`src/rtl/serial_link_arbiter.sv`:
```
// Round-robin arbiter sharing one serial lane among NUM_REQ word producers.
// Each grant emits a frame: start pulse, winner ID (LSB first), captured data word (LSB first).
module serial_link_arbiter #(
  parameter int NUM_REQ = 4,
  parameter int WIDTH   = 8,
  localparam int ID_W   = $clog2(NUM_REQ)
) (
  input  logic                     clk,
  input  logic                     rst,
  input  logic [NUM_REQ-1:0]       req_valid,
  input  logic [NUM_REQ*WIDTH-1:0] req_data,
  output logic [NUM_REQ-1:0]       req_ready,
  output logic                     serial_out,
  output logic                     start,
  output logic [ID_W-1:0]          grant_id,
  output logic                     busy,
  output logic                     frame_done
);

  localparam int MAXW  = (WIDTH > ID_W) ? WIDTH : ID_W;
  localparam int CNT_W = $clog2(MAXW + 1);

  typedef enum logic [1:0] {IDLE, START_PULSE, SEND_ID, SEND_DATA} state_t;

  state_t                          state_q, state_d;
  logic [CNT_W-1:0]                cnt_q, cnt_d, cnt_nxt;
  logic [WIDTH-1:0]                shadow_q, shadow_d, shadow_sh;
  logic [ID_W-1:0]                 gid_q, gid_d, gid_sh;
  logic [ID_W-1:0]                 last_q, last_d;
  logic [NUM_REQ-1:0]              ready_q, ready_d;
  logic                            ser_q, ser_d;
  logic                            start_q, start_d;
  logic                            fdone_q, fdone_d;
  logic [ID_W-1:0]                 win_idx;
  logic                            win_found;
  logic [NUM_REQ-1:0][WIDTH-1:0]   words;

  assign words = req_data;

  // Scan starts just past the last winner and wraps, so the previous winner has lowest priority.
  always_comb begin
    int j;
    win_found = 1'b0;
    win_idx   = '0;
    j         = 0;
    for (int i = 1; i <= NUM_REQ; i++) begin
      j = int'(last_q) + i;
      if (j >= NUM_REQ) j = j - NUM_REQ;
      if (!win_found && req_valid[ID_W'(j)]) begin
        win_found = 1'b1;
        win_idx   = ID_W'(j);
      end
    end
  end

  assign cnt_nxt   = cnt_q + 1'b1;
  assign shadow_sh = shadow_q >> cnt_nxt;
  assign gid_sh    = gid_q >> cnt_nxt;

  always_comb begin
    state_d  = state_q;
    cnt_d    = cnt_q;
    shadow_d = shadow_q;
    gid_d    = gid_q;
    last_d   = last_q;
    ready_d  = '0;
    ser_d    = 1'b0;
    start_d  = 1'b0;
    fdone_d  = 1'b0;
    case (state_q)
      IDLE: begin
        if (win_found) begin
          shadow_d         = words[win_idx];
          gid_d            = win_idx;
          last_d           = win_idx;
          ready_d[win_idx] = 1'b1;
          start_d          = 1'b1;
          state_d          = START_PULSE;
        end
      end
      START_PULSE: begin
        ser_d   = gid_q[0];
        cnt_d   = '0;
        state_d = SEND_ID;
      end
      SEND_ID: begin
        if (cnt_q == CNT_W'(ID_W - 1)) begin
          ser_d   = shadow_q[0];
          cnt_d   = '0;
          state_d = SEND_DATA;
        end else begin
          cnt_d = cnt_nxt;
          ser_d = gid_sh[0];
        end
      end
      SEND_DATA: begin
        if (cnt_q == CNT_W'(WIDTH - 1)) begin
          fdone_d = 1'b1;
          state_d = IDLE;
        end else begin
          cnt_d = cnt_nxt;
          ser_d = shadow_sh[0];
        end
      end
      default: state_d = IDLE;
    endcase
  end

  always_ff @(posedge clk or posedge rst) begin
    if (rst) begin
      state_q  <= IDLE;
      cnt_q    <= '0;
      shadow_q <= '0;
      gid_q    <= '0;
      last_q   <= ID_W'(NUM_REQ - 1);
      ready_q  <= '0;
      ser_q    <= 1'b0;
      start_q  <= 1'b0;
      fdone_q  <= 1'b0;
    end else begin
      state_q  <= state_d;
      cnt_q    <= cnt_d;
      shadow_q <= shadow_d;
      gid_q    <= gid_d;
      last_q   <= last_d;
      ready_q  <= ready_d;
      ser_q    <= ser_d;
      start_q  <= start_d;
      fdone_q  <= fdone_d;
    end
  end

  assign req_ready  = ready_q;
  assign serial_out = ser_q;
  assign start      = start_q;
  assign grant_id   = gid_q;
  assign busy       = (state_q != IDLE);
  assign frame_done = fdone_q;

endmodule
```
`config.mk`:
```
export PLATFORM = sky130hd
export DESIGN_NAME = serial_link_arbiter
export DESIGN_NICKNAME = d
export VERILOG_FILES = /design/src/rtl/serial_link_arbiter.sv
export SDC_FILE = /design/constraint.sdc
export NUM_CORES = 1
export LEC_CHECK = 0
export BUFFER_PORTS_ARGS = -buffer_cell sky130_fd_sc_hd__buf_2
export CORE_ASPECT_RATIO = 1.1
export CORE_MARGIN = 2
export CORE_UTILIZATION = 51
export DETAILED_ROUTE_END_ITERATION = 6
export PLACE_DENSITY = 0.86
export RECOVER_POWER = 25
export SLEW_MARGIN = 20
export SYNTH_ARGS = -nofsm -noshare
export SYNTH_HDL_FRONTEND = slang
export SYNTH_SLANG_ARGS = --single-unit
```
`constraint.sdc`:
```
create_clock -name clk -period 2.7 [get_ports clk]
set_input_delay 0.27 -clock clk [delete_from_list [all_inputs] [get_ports clk]]
set_output_delay 0.27 -clock clk [all_outputs]
set_load 0.05 [all_outputs]
```
# Word level (Yosys, flattened, before mapping)

Index checks and enable logic that the tools add are counted.

Register bits after elaboration: 25
Bits of input ports: 38
Output and inout bits: 10
Word-level logic and storage cells: 96

Add/subtract/negate cells: 9
$lt $le $gt $ge: 10
Eq/ne operators: 9
Shift-type cells: 2
Multiplexer cells: 44
Reductions and logical operators: 13

Operators by type and width:

| cell                                                                                 | number |
|---|---|
| 2-bit two-way mux                                                                    | 11 |
| 1-bit two-way mux                                                                    | 19 |
| 8-bit binary-select mux with 2-bit select                                            | 1 |
| 2-bit by 4-bit less-than comparator with 1-bit output (second input constant)        | 4 |
| 4-bit two-way mux                                                                    | 4 |
| 4-bit case mux with 3 select lines                                                   | 1 |
| 3-bit greater-or-equal comparator (second input constant)                            | 3 |
| 1-bit binary-select mux with 2-bit select                                            | 4 |
| 8-bit two-way mux                                                                    | 1 |
| 2-bit != test (second input constant)                                                | 4 |
| 2-bit case mux with 4 select lines                                                   | 1 |
| 8-bit by 4-bit right shift with 1-bit output                                         | 1 |
| 2-bit by 1-bit subtractor with 2-bit output (second input constant)                  | 4 |
| 2-bit by 2-bit adder with 3-bit output (second input constant)                       | 2 |
| 2-bit by 3-bit adder with 4-bit output (second input constant)                       | 1 |
| 4-bit by 1-bit adder with 4-bit output (second input constant)                       | 1 |
| 2-bit equality test (second input constant)                                          | 2 |
| 4-bit by 1-bit equality test with 1-bit output (second input constant)               | 1 |
| 4-bit by 3-bit equality test with 1-bit output (second input constant)               | 1 |
| 4-bit by 3-bit greater-or-equal comparator with 1-bit output (second input constant) | 1 |
| 1-bit logical AND                                                                    | 4 |
| 2-bit AND reduction                                                                  | 2 |
| 2-bit by 4-bit right shift with 1-bit output                                         | 1 |
| 2-bit by 1-bit adder with 3-bit output (second input constant)                       | 1 |
| 10 further kinds                                                                     | 12 |

# Longest topological paths before layout

Word-level depth: 22
Gate-level depth with buffers: 8
Gate-level depth less buffers: 7

# Worst setup path before layout

OpenSTA, ideal clock, no wires.

Path type: reg-to-reg
Start point: register cnt_q[1]
End point: register cnt_q[3]
Setup time: 76 ps
Arrival time: 1810 ps
Data required time: 2624 ps
Path slack: 813 ps
Cell stages (with the launch flop): 8
Buffers on the path: 1
Period minus slack after synthesis: 1887 ps
Cells stage by stage: dfrtp_1 > ha_1 > buf_2 > and4b_1 > or2_1 > or2_1 > or3_1 > o21ai_1

Word-level cells in the longest chain between the ends: 3
Elaborated cells on any way between the ends: 8
Classes of those cells: add/sub: 1; eq/ne: 3; mux: 3; reduce/logical: 1

RTL lines:

| what                                                                             | line | text |
|---|---|---|
| from (decl)                                                                      | 26   | `logic [CNT_W-1:0] cnt_q, cnt_d, cnt_nxt;` |
| from (signal assigned)                                                           | 122  | `cnt_q <= cnt_d;` |
| 4-bit by 1-bit adder with 4-bit output, or another cell as far along             | 56   | `assign cnt_nxt = cnt_q + 1'b1;` |
| 4-bit two-way mux, or another cell as far along                                  | 97   | `if (cnt_q == CNT_W'(WIDTH - 1)) begin` |
| 4-bit case mux with 3 select lines / 2-bit AND reduction (equally long branches) | --   |  |

Several ways; a longest one is shown, not always the timed one. The select of a mux whose other input is x is not followed.
A chain may end at the register's enable or synchronous reset.

# Worst setup path in the final report

Start point: register cnt_q[0]
End point: register cnt_q[3]

The elaborated chain is that of the path after synthesis.

==> out/metrics.cfg <==
[run_status]
status=finished clean

[global_routing]
grt_pass1_wl_um=5600
grt.total_usage=0.196
top_usage_layer=met2
grt_use_met1=0.237
grt_util_met2=0.346
grt_pass1_vias=1351
use_met3=0.0248
globalRouteOverflowTotal=0
grt_max_degree=26
antenna_found_initial=0

[critical_path]
worst_path_max_delay_cell=dfrtp_1
reg2reg_to=cnt_q[3]$_DFFE_PP0P_
r2r-start=cnt_q[0]$_DFFE_PP0P_
reg2reg_slack_ps=540
cp_common_cell=or2_1
max_stage_delay_ps=530
path_max_fanout=11
end_kind=flip-flop
worstPathRequired_ps=2950
rr_worst_depth=6
worstPathArrival_ps=2410
crit_buf_inv=0
critPathTopFamily=simple AND/OR/NAND/NOR gates
startpoint_type=flip-flop
critPathKind=reg2reg
crit_chain=ha_1, and4b_1, or2_1, or2_1, or3_1, o21ai_1

[logic_synthesis]
syn_area_sq_um=1590
synth-compound-area-share=0.216
async_reset_ff_frac=1.00
synth-xor-area-share=0.00552
synth_mux_area_frac=0.0993
synthTopCellsByArea=dfrtp_1 36%, a211oi_1 7.6%, mux2i_1 5.7%, ha_1 4.7%, inv_1 4.0%
syn-mean-instance-area_sq_um=9.29
synth-seq-area-share=0.396
yosys.area_share.simple=0.157
synth_top_family_by_area=compound AO/OA/AOI/OAI gates
ys_ff_latch=25
yosysTopAreaCell=dfrtp_1
synth_top_area_frac=0.362
synthAdderAreaFrac=0.0473
synth_edf_count=0
yosys-top-cells-count=23 x dfrtp_1, 17 x inv_1, 17 x nor2_1
syn_inst=171
yosysWarnings=0
netlist-cell-type-count=40
synth_most_common_cell=dfrtp_1
syn_nets=215
synth_ff_type=dfrtp_1

[sta]
report.final.setup_viol=0
period_share=0.801
slew_headroom=0.383
tns_ps=0
fmax_mhz=463
skew_ps=4.02
period_needed_ps=2160
worst_pin_slew_ps=925
drv_slew=0
rsz0062_at_grt=no
finalHoldViolCount=0

[die]
design.core.area_sq_um=3020
die_height_um=62.5
std_cell_rows=21
dieArea_sq_um=3580
io_pins=48
die_w_um=57.2
initial_core_util=0.525

[min_path]
hold_path_class=in2async

[cts]
cts_num_sinks=25
clk_latency_ps=310
clk_path_buf_depth=2
clkTransAtPathRegs_ps=130
clockRootBuffer=clkbuf_4
post_cts_resized=0
cts-htree-levels=1
cts_hold_buf=0
cts_inserted_buffers=3
postCtsSetupBuffers=0
cts_tree=built

[finish]
n_antenna_cell=0
drive_gt1_frac=0.293
final_nets=260
synthToLayoutAreaGrowth_pct=16.2
final_area_sq_um=1840

[route]
drc=0
detail_route.wl_per_cell_um=13.0
wl_um=3230
vias=1414
drtPass1Iterations=4
antenna_left=0
vias_per_cell=5.68
drt_iter0_drc=39

[power_and_ir_drop]
power_density_nw_per_um2=1060
p_leak_nw=0.896
ir_worst_vdd_mv=0.572

[placement]
post_dp_cell_area_sq_um=1820
port_buffers=47
dp_hpwl_um=2590
place_congestion=0.789

[job]
cap_violations=0

## final cells by class
class | count | area, sq um
inverter | 17 | 63.8
multi-input combinational | 120 | 833
sequential | 25 | 628
tap | 34 | 42.5
fill | 267 | 1180
clock buffer | 4 | 26.3
timing repair buffer | 49 | 250
## cells by family (layout without fill, tap and decap cells)
| logic type | count (synthesis) | count (layout) |
|---|---|---|
| AO/OA/AOI/OAI | 50 | 50 |
| multiplexers | 13 | 13 |
| flip-flops | 25 | 25 |
| XOR/XNOR | 1 | 1 |
| adder cells (fa/ha/maj) | 6 | 6 |
| buffers and inverters | 26 | 70 |
| AND/OR/NAND/NOR | 50 | 50 |
## worst max-delay path by stage
| stage | from | to | slack, ps | cells past startpoint |
|---|---|---|---|---|
| after floorplan | cnt_q[1]$_DFFE_PP0P_ | cnt_q[3]$_DFFE_PP0P_ | 810 | 7 |
| after global placement | cnt_q[0]$_DFFE_PP0P_ | cnt_q[3]$_DFFE_PP0P_ | 630 | 6 |
| after detailed placement | cnt_q[0]$_DFFE_PP0P_ | cnt_q[3]$_DFFE_PP0P_ | 560 | 6 |
| after CTS | cnt_q[0]$_DFFE_PP0P_ | cnt_q[3]$_DFFE_PP0P_ | 530 | 6 |
| after global routing | state_q[0]$_DFFE_PP0P_ | shadow_q[0]$_DFFE_PP0P_ | 310 | 7 |
| final | cnt_q[0]$_DFFE_PP0P_ | cnt_q[3]$_DFFE_PP0P_ | 540 | 6 |
## layout by cell type (no fill, tap or decap), drive strengths merged, types with 2 or more instances in the layout
| master | instances |
|---|---|
| dfrtp | 23 |
| nor2 | 17 |
| a21oi | 7 |
| ha | 6 |
| a211oi | 16 |
| or3b | 2 |
| mux2i | 9 |
| clkbuf | 4 |
| mux4 | 2 |
| nand3 | 3 |
| inv | 17 |
| or2 | 2 |
| o22ai | 2 |
| a31oi | 9 |
| nand2 | 12 |
| buf | 49 |
| o21ai | 12 |
| and2b | 2 |
| dfstp | 2 |
| nor3 | 2 |
| mux2 | 2 |
| nor2b | 3 |
## through the flow
| step | instances | hold WS (ps) | power [mW] | setup slack (ps) | utilization |
|---|---|---|---|---|---|
| finish | 249 | 138 | 1.96 | 538 | 0.610 |
| CTS | 249 | 160 | 1.97 | 528 | 0.610 |
| global placement | 245 | 510 | 1.77 | 627 | 0.602 |
| floorplan | 171 | 296 | 1.60 | 813 | - |
| global route | 249 | 220 | 2.13 | 308 | 0.610 |
| detailed placement | 245 | 511 | 1.81 | 563 | 0.602 |
## registers in the layout, summed over array words and instances (netlist names)
register and flops:
serial_out 1, start 1, last_q 2, frame_done 1, grant_id 2, req_ready 4, shadow_q 8, state_q 2
cnt_q 4
## worst register-to-register path: cells and delay by family (launching register included)
| family | cells | cell delay, ps |
|---|---|---|
| AO/OA/AOI/OAI | 1 | 80 |
| flip-flops | 1 | 530 |
| adder cells (fa/ha/maj) | 1 | 380 |
| AND/OR/NAND/NOR | 4 | 1120 |
## power by group
part | total, mW | internal, mW | leakage, nW | switching [mW]
clock | 0.163 | 0.0577 | 0.0150 | 0.105
sequential | 0.652 | 0.536 | 0.305 | 0.116
combinational | 1.14 | 0.453 | 0.576 | 0.692
total | 1.96 | 1.05 | 0.896 | 0.912
## per-layer routing
layer,wire [um],share of wire
met5,0,0
met4,27,0.0084
met3,155,0.048
met2,1610,0.50
met1,1430,0.44
Power figures use the tool's default switching activity.
